<file path="config.mk">
export PLATFORM = sky130hd
export DESIGN_NAME = apb_cmd_master
export DESIGN_NICKNAME = d
export VERILOG_FILES = /design/src/rtl/apb_cmd_master.sv
export SDC_FILE = /design/constraint.sdc
export NUM_CORES = 1
export LEC_CHECK = 0
export CORE_UTILIZATION = 44
export CTS_BUF_LIST = sky130_fd_sc_hd__clkbuf_4
export CTS_CLUSTER_DIAMETER = 120
export DETAILED_ROUTE_END_ITERATION = 16
export PLACE_DENSITY = 0.77
export SLEW_MARGIN = 20
export SYNTH_ARGS = -nofsm -noshare
export SYNTH_HDL_FRONTEND = slang
export SYNTH_SLANG_ARGS = --single-unit
</file>
<file path="constraint.sdc">
create_clock -name clk -period 3.55 [get_ports clk]
set_input_delay 1.065 -clock clk [delete_from_list [all_inputs] [get_ports clk]]
set_output_delay 1.065 -clock clk [all_outputs]
set_load 0.01 [all_outputs]
</file>
<file path="src/rtl/apb_cmd_master.sv">
// Single-outstanding APB initiator: turns a valid/ready command stream into APB
// setup/access transfers and returns read data or an error on a response stream.
module apb_cmd_master #(
    parameter int unsigned ADDR_W  = 32,
    parameter int unsigned DATA_W  = 32,
    parameter int unsigned TIMEOUT = 16
) (
    input  logic              clk,
    input  logic              reset,
    // Handshakes: a beat transfers at a clk edge where valid & ready are both 1;
    // a producer holds valid and its payload stable until that edge.
    input  logic              cmd_valid,
    output logic              cmd_ready,
    input  logic              cmd_write,
    input  logic [ADDR_W-1:0] cmd_addr,
    input  logic [DATA_W-1:0] cmd_wdata,
    output logic              rsp_valid,
    input  logic              rsp_ready,
    output logic [DATA_W-1:0] rsp_rdata,
    output logic              rsp_err,
    output logic              rsp_timeout,
    output logic              psel,
    output logic              penable,
    output logic [ADDR_W-1:0] paddr,
    output logic              pwrite,
    output logic [DATA_W-1:0] pwdata,
    input  logic [DATA_W-1:0] prdata,
    input  logic              pready,
    input  logic              pslverr,
    output logic [31:0]       xfer_count,
    output logic [15:0]       err_count,
    output logic [1:0]        dbg_state
);

    typedef enum logic [1:0] {
        ST_IDLE   = 2'd0,
        ST_SETUP  = 2'd1,
        ST_ACCESS = 2'd2,
        ST_RESP   = 2'd3
    } state_t;

    localparam bit          LP_TMO_EN    = (TIMEOUT != 0);
    localparam logic [31:0] LP_WAIT_LAST = LP_TMO_EN ? 32'(TIMEOUT - 1) : 32'd0;

    state_t              r_state;
    logic                r_psel;
    logic                r_penable;
    logic [ADDR_W-1:0]   r_paddr;
    logic                r_pwrite;
    logic [DATA_W-1:0]   r_pwdata;
    logic                r_rsp_valid;
    logic [DATA_W-1:0]   r_rsp_rdata;
    logic                r_rsp_err;
    logic                r_rsp_timeout;
    logic [31:0]         r_xfer_count;
    logic [15:0]         r_err_count;
    logic [31:0]         r_wait;

    logic w_timeout_hit;
    logic w_err_sat;
    logic w_unused;

    // r_wait holds the number of earlier not-ready ACCESS cycles, so the abort
    // fires on the TIMEOUT-th consecutive one.
    assign w_timeout_hit = LP_TMO_EN && (r_wait == LP_WAIT_LAST);
    assign w_err_sat     = (r_err_count == 16'hFFFF);
    assign w_unused      = &{1'b0, cmd_addr[1:0]};

    assign cmd_ready   = (r_state == ST_IDLE) & reset;
    assign rsp_valid   = r_rsp_valid;
    assign rsp_rdata   = r_rsp_rdata;
    assign rsp_err     = r_rsp_err;
    assign rsp_timeout = r_rsp_timeout;
    assign psel        = r_psel;
    assign penable     = r_penable;
    assign paddr       = r_paddr;
    assign pwrite      = r_pwrite;
    assign pwdata      = r_pwdata;
    assign xfer_count  = r_xfer_count;
    assign err_count   = r_err_count;
    assign dbg_state   = r_state;

    always_ff @(posedge clk) begin
        if (!reset) begin
            r_state       <= ST_IDLE;
            r_psel        <= 1'b0;
            r_penable     <= 1'b0;
            r_paddr       <= '0;
            r_pwrite      <= 1'b0;
            r_pwdata      <= '0;
            r_rsp_valid   <= 1'b0;
            r_rsp_rdata   <= '0;
            r_rsp_err     <= 1'b0;
            r_rsp_timeout <= 1'b0;
            r_xfer_count  <= '0;
            r_err_count   <= '0;
            r_wait        <= '0;
        end else begin
            case (r_state)
                ST_IDLE: begin
                    if (cmd_valid) begin
                        r_paddr  <= {cmd_addr[ADDR_W-1:2], 2'b00};
                        r_pwrite <= cmd_write;
                        r_pwdata <= cmd_wdata;
                        r_psel   <= 1'b1;
                        r_wait   <= '0;
                        r_state  <= ST_SETUP;
                    end
                end
                ST_SETUP: begin
                    r_penable <= 1'b1;
                    r_state   <= ST_ACCESS;
                end
                ST_ACCESS: begin
                    // pready takes priority over a timeout expiring in the same cycle.
                    if (pready) begin
                        r_psel        <= 1'b0;
                        r_penable     <= 1'b0;
                        r_rsp_rdata   <= r_pwrite ? '0 : prdata;
                        r_rsp_err     <= pslverr;
                        r_rsp_timeout <= 1'b0;
                        r_rsp_valid   <= 1'b1;
                        r_xfer_count  <= r_xfer_count + 32'd1;
                        if (pslverr && !w_err_sat) begin
                            r_err_count <= r_err_count + 16'd1;
                        end
                        r_state       <= ST_RESP;
                    end else if (w_timeout_hit) begin
                        r_psel        <= 1'b0;
                        r_penable     <= 1'b0;
                        r_rsp_rdata   <= '0;
                        r_rsp_err     <= 1'b1;
                        r_rsp_timeout <= 1'b1;
                        r_rsp_valid   <= 1'b1;
                        r_xfer_count  <= r_xfer_count + 32'd1;
                        if (!w_err_sat) begin
                            r_err_count <= r_err_count + 16'd1;
                        end
                        r_state       <= ST_RESP;
                    end else begin
                        r_wait <= r_wait + 32'd1;
                    end
                end
                ST_RESP: begin
                    if (rsp_ready) begin
                        r_rsp_valid <= 1'b0;
                        r_state     <= ST_IDLE;
                    end
                end
                default: r_state <= ST_IDLE;
            endcase
        end
    end

endmodule

</file>
==> results.toml <==
[status]
run_status = "completed"

[power]
total_leakage_power_nw = 3.88
power_switching_mw = 1.50
power_per_cell_area_nw_per_um2 = 430
irDropWorstVdd_mv = 0.388
power_frac_seq_pct = 49.7
comb_power_share_pct = 27.4
clkPwrFrac_pct = 22.9
p_int_mw = 3.16
p_sw_share_pct = 32.2

[drt]
vias_per_cell = 5.48
drc = 0
ant_nets = 0
drtIter0Drc = 602
wl_per_cell_um = 15.7
vias = 7909
postRouteWirelength_um = 22600
drt_first_pass_iters = 5

[sta]
fmax_mhz = 318
setup-tns-final_ps = 0
slew_headroom_pct = 40.0
fin_crit_ps = 3140
fin_crit_sh_pct = 88.6
hold_viol_final = 0
grt_setup_unrepaired = "no"
clock_skew_ps = 16.9
setup_viol = 0
maxSlewViolCount = 0
worst_slew_pin_slew_ps = 899

[yosys]
synthArstFlopShare_pct = 0
synthFlopType = "dfxtp_1"
ys_warn_count = 0
synthCells = 982
synth_area_per_cell_um2 = 8.03
syn_area_um2 = 7880
ys_seq_elements = 182
synth_cell_type_count = 61
synth-edff-count = 0
yosysSeqAreaShare_pct = 46.2

[die]
fp-row-count = 48
start_util_pct = 45.3
coreArea_um2 = 17400
dieArea_um2 = 18500
chipHeight_um = 136
io_pins = 256
fp.dieW_um = 136

[placement]
dpl_cell_area_um2 = 10600
portBuffers = 251
dp_hpwl_um = 15700
place_congestion = 0.879

[global_route]
grt.overflow.total = 0
antenna_found_initial = 1
grt_max_degree = 83
grt_pass1_vias = 7129
globalRouteTotalUtil_pct = 24.3
grt_first_pass_wirelength_um = 35700

[clocking]
clk_pin_slew_worst_paths_ps = 140
cts_root_buffer = "clkbuf_4"
clockBufferDepth = 2
clk_latency_ps = 570
cts_tree = "yes"
postCtsHoldBufs = 0
cts.sink_count = 182
htreeDepth = 4
post_cts_buffers = 0
cts_resized = 0
cts_buffers = 17

[layout]
nNetsFinal = 1316
multiInputGateArea_um2 = 3930
area_growth_pct = 37.4
nFillCells = 1533
regArea_um2 = 3640
drive_gt1_share_pct = 5.58
final_cell_mix = "clkdlybuf4s50_1 (250), nand2_1 (214), dfxtp_1 (182)"
finalInstanceArea_um2 = 10800
layout_commonest_cell = "clkdlybuf4s50_1"

[worst_setup_path]
cp-end-kind = "output port"
startpoint_type = "flip-flop"
crit_arrival_ps = 2080
worstSetupPathType = "flip-flop to output port"
cp_max_fo = 5
critPathRequiredTime_ps = 2480

[worst_hold_path]
min_path_type = "flip-flop to flip-flop"

[job]
drv_cap = 0
==> synthesized netlist by cell type, drive strengths merged (3+ instances only) <==
master,number,share of area (%)
nand2,215,10
dfxtp,182,46
a21oi,101,6.5
nand3,98,6.2
clkbuf,47,2.2
nor2,42,2.1
o21ai,39,2.5
or3,27,2.1
buf,18,1.3
or4,17,1.7
xor2,17,1.9
and3,16,1.3
nand4,15,1.2
o211ai,14,1.6
a31oi,12,0.95
inv,12,0.57
and2,10,0.79
nor3,9,0.70
nor4,9,0.71
o2111ai,9,1.0
ha,7,1.1
mux2i,7,0.89
and4,6,0.70
o31ai,6,0.57
o21a,5,0.48
o311ai,5,0.56
xnor2,4,0.44
nand2b,3,0.24
o21bai,3,0.29
==> path summary, 6_finish.rpt <==
| path | start | endpoint | slack [ps] | depth (start not counted) |
|---|---|---|---|---|
| setup reg to reg | r_wait[0]$_SDFFE_PN0P_ | r_wait[10]$_SDFFE_PN0P_ | 880 | 8 |
| setup / recovery | dbg_state[0]$_SDFFE_PN0P_ | cmd_ready | 410 | 4 |
| hold reg to reg | paddr[22]$_SDFFE_PN0P_ | paddr[22]$_SDFFE_PN0P_ | 460 | 2 |
| hold / removal | paddr[22]$_SDFFE_PN0P_ | paddr[22]$_SDFFE_PN0P_ | 460 | 2 |
==> flip-flops by register name (all words and copies together) (netlist names) <==
name         count
psel             1
penable          1
rsp_valid        1
pwdata          32
rsp_rdata       32
dbg_state        2
err_count       16
rsp_timeout      1
xfer_count      32
rsp_err          1
paddr           30
pwrite           1
r_wait          32
==> power groups by stage <==
stage	Clock (mW)	Sequential, mW	Combinational [mW]
after global routing	1.19	2.33	1.38
after floorplan	0	2.43	0.527
after CTS	1.10	2.31	1.28
after detailed placement	0	2.36	1.28
final	1.07	2.31	1.27
after global placement	0	2.35	1.26
==> layer usage <==
metal  wire length [um]  GRT usage, %  up-vias
met5                  0             0        -
met3               1920          7.87       23
met2              10900          40.3      286
met1               9510          30.2     3673
li1                   -             -     3927
met4                244          6.05        0
==> layout make-up <==
| type | count | area share, % |
|---|---|---|
| antenna | 1 | 0.0231 |
| clock buffer | 18 | 1.25 |
| clock inverter | 13 | 1.00 |
| inverter | 13 | 0.474 |
| multi-input combinational | 723 | 36.3 |
| sequential | 182 | 33.6 |
| tap | 225 | 2.60 |
| timing repair buffer | 269 | 24.7 |
==> stage by stage <==
| step | hold slack, ps | power [mW] | util [%] | setup slack [ps] | instances |
|---|---|---|---|---|---|
| 2_1_floorplan | 430 | 2.96 | - | 724 | 983 |
| 3_3_place_gp | 440 | 3.61 | 60.8 | 427 | 1412 |
| 3_5_place_dp | 446 | 3.63 | 60.8 | 342 | 1412 |
| 4_1_cts | 464 | 4.69 | 62.2 | 346 | 1443 |
| 5_1_grt | 479 | 4.90 | 62.2 | 262 | 1444 |
| 6_report | 462 | 4.65 | 62.2 | 405 | 1444 |
==> cell families after synthesis <==
logic type	synth area share [%]
compound gates	16.2
xor+xnor	2.33
fa+ha+maj	1.11
buf+inv	4.13
flops	46.2
mux	1.03
other cells	0.0476
simple gates	28.9
==> worst max-delay path, cell delays in order (launching register included) <==
cell and delay, ps:
dfxtp_1 370, inv_1 110, ha_1 280, and2_1 170
clkdlybuf4s50_1 590
No activity file was read; power rests on OpenSTA's default activity.
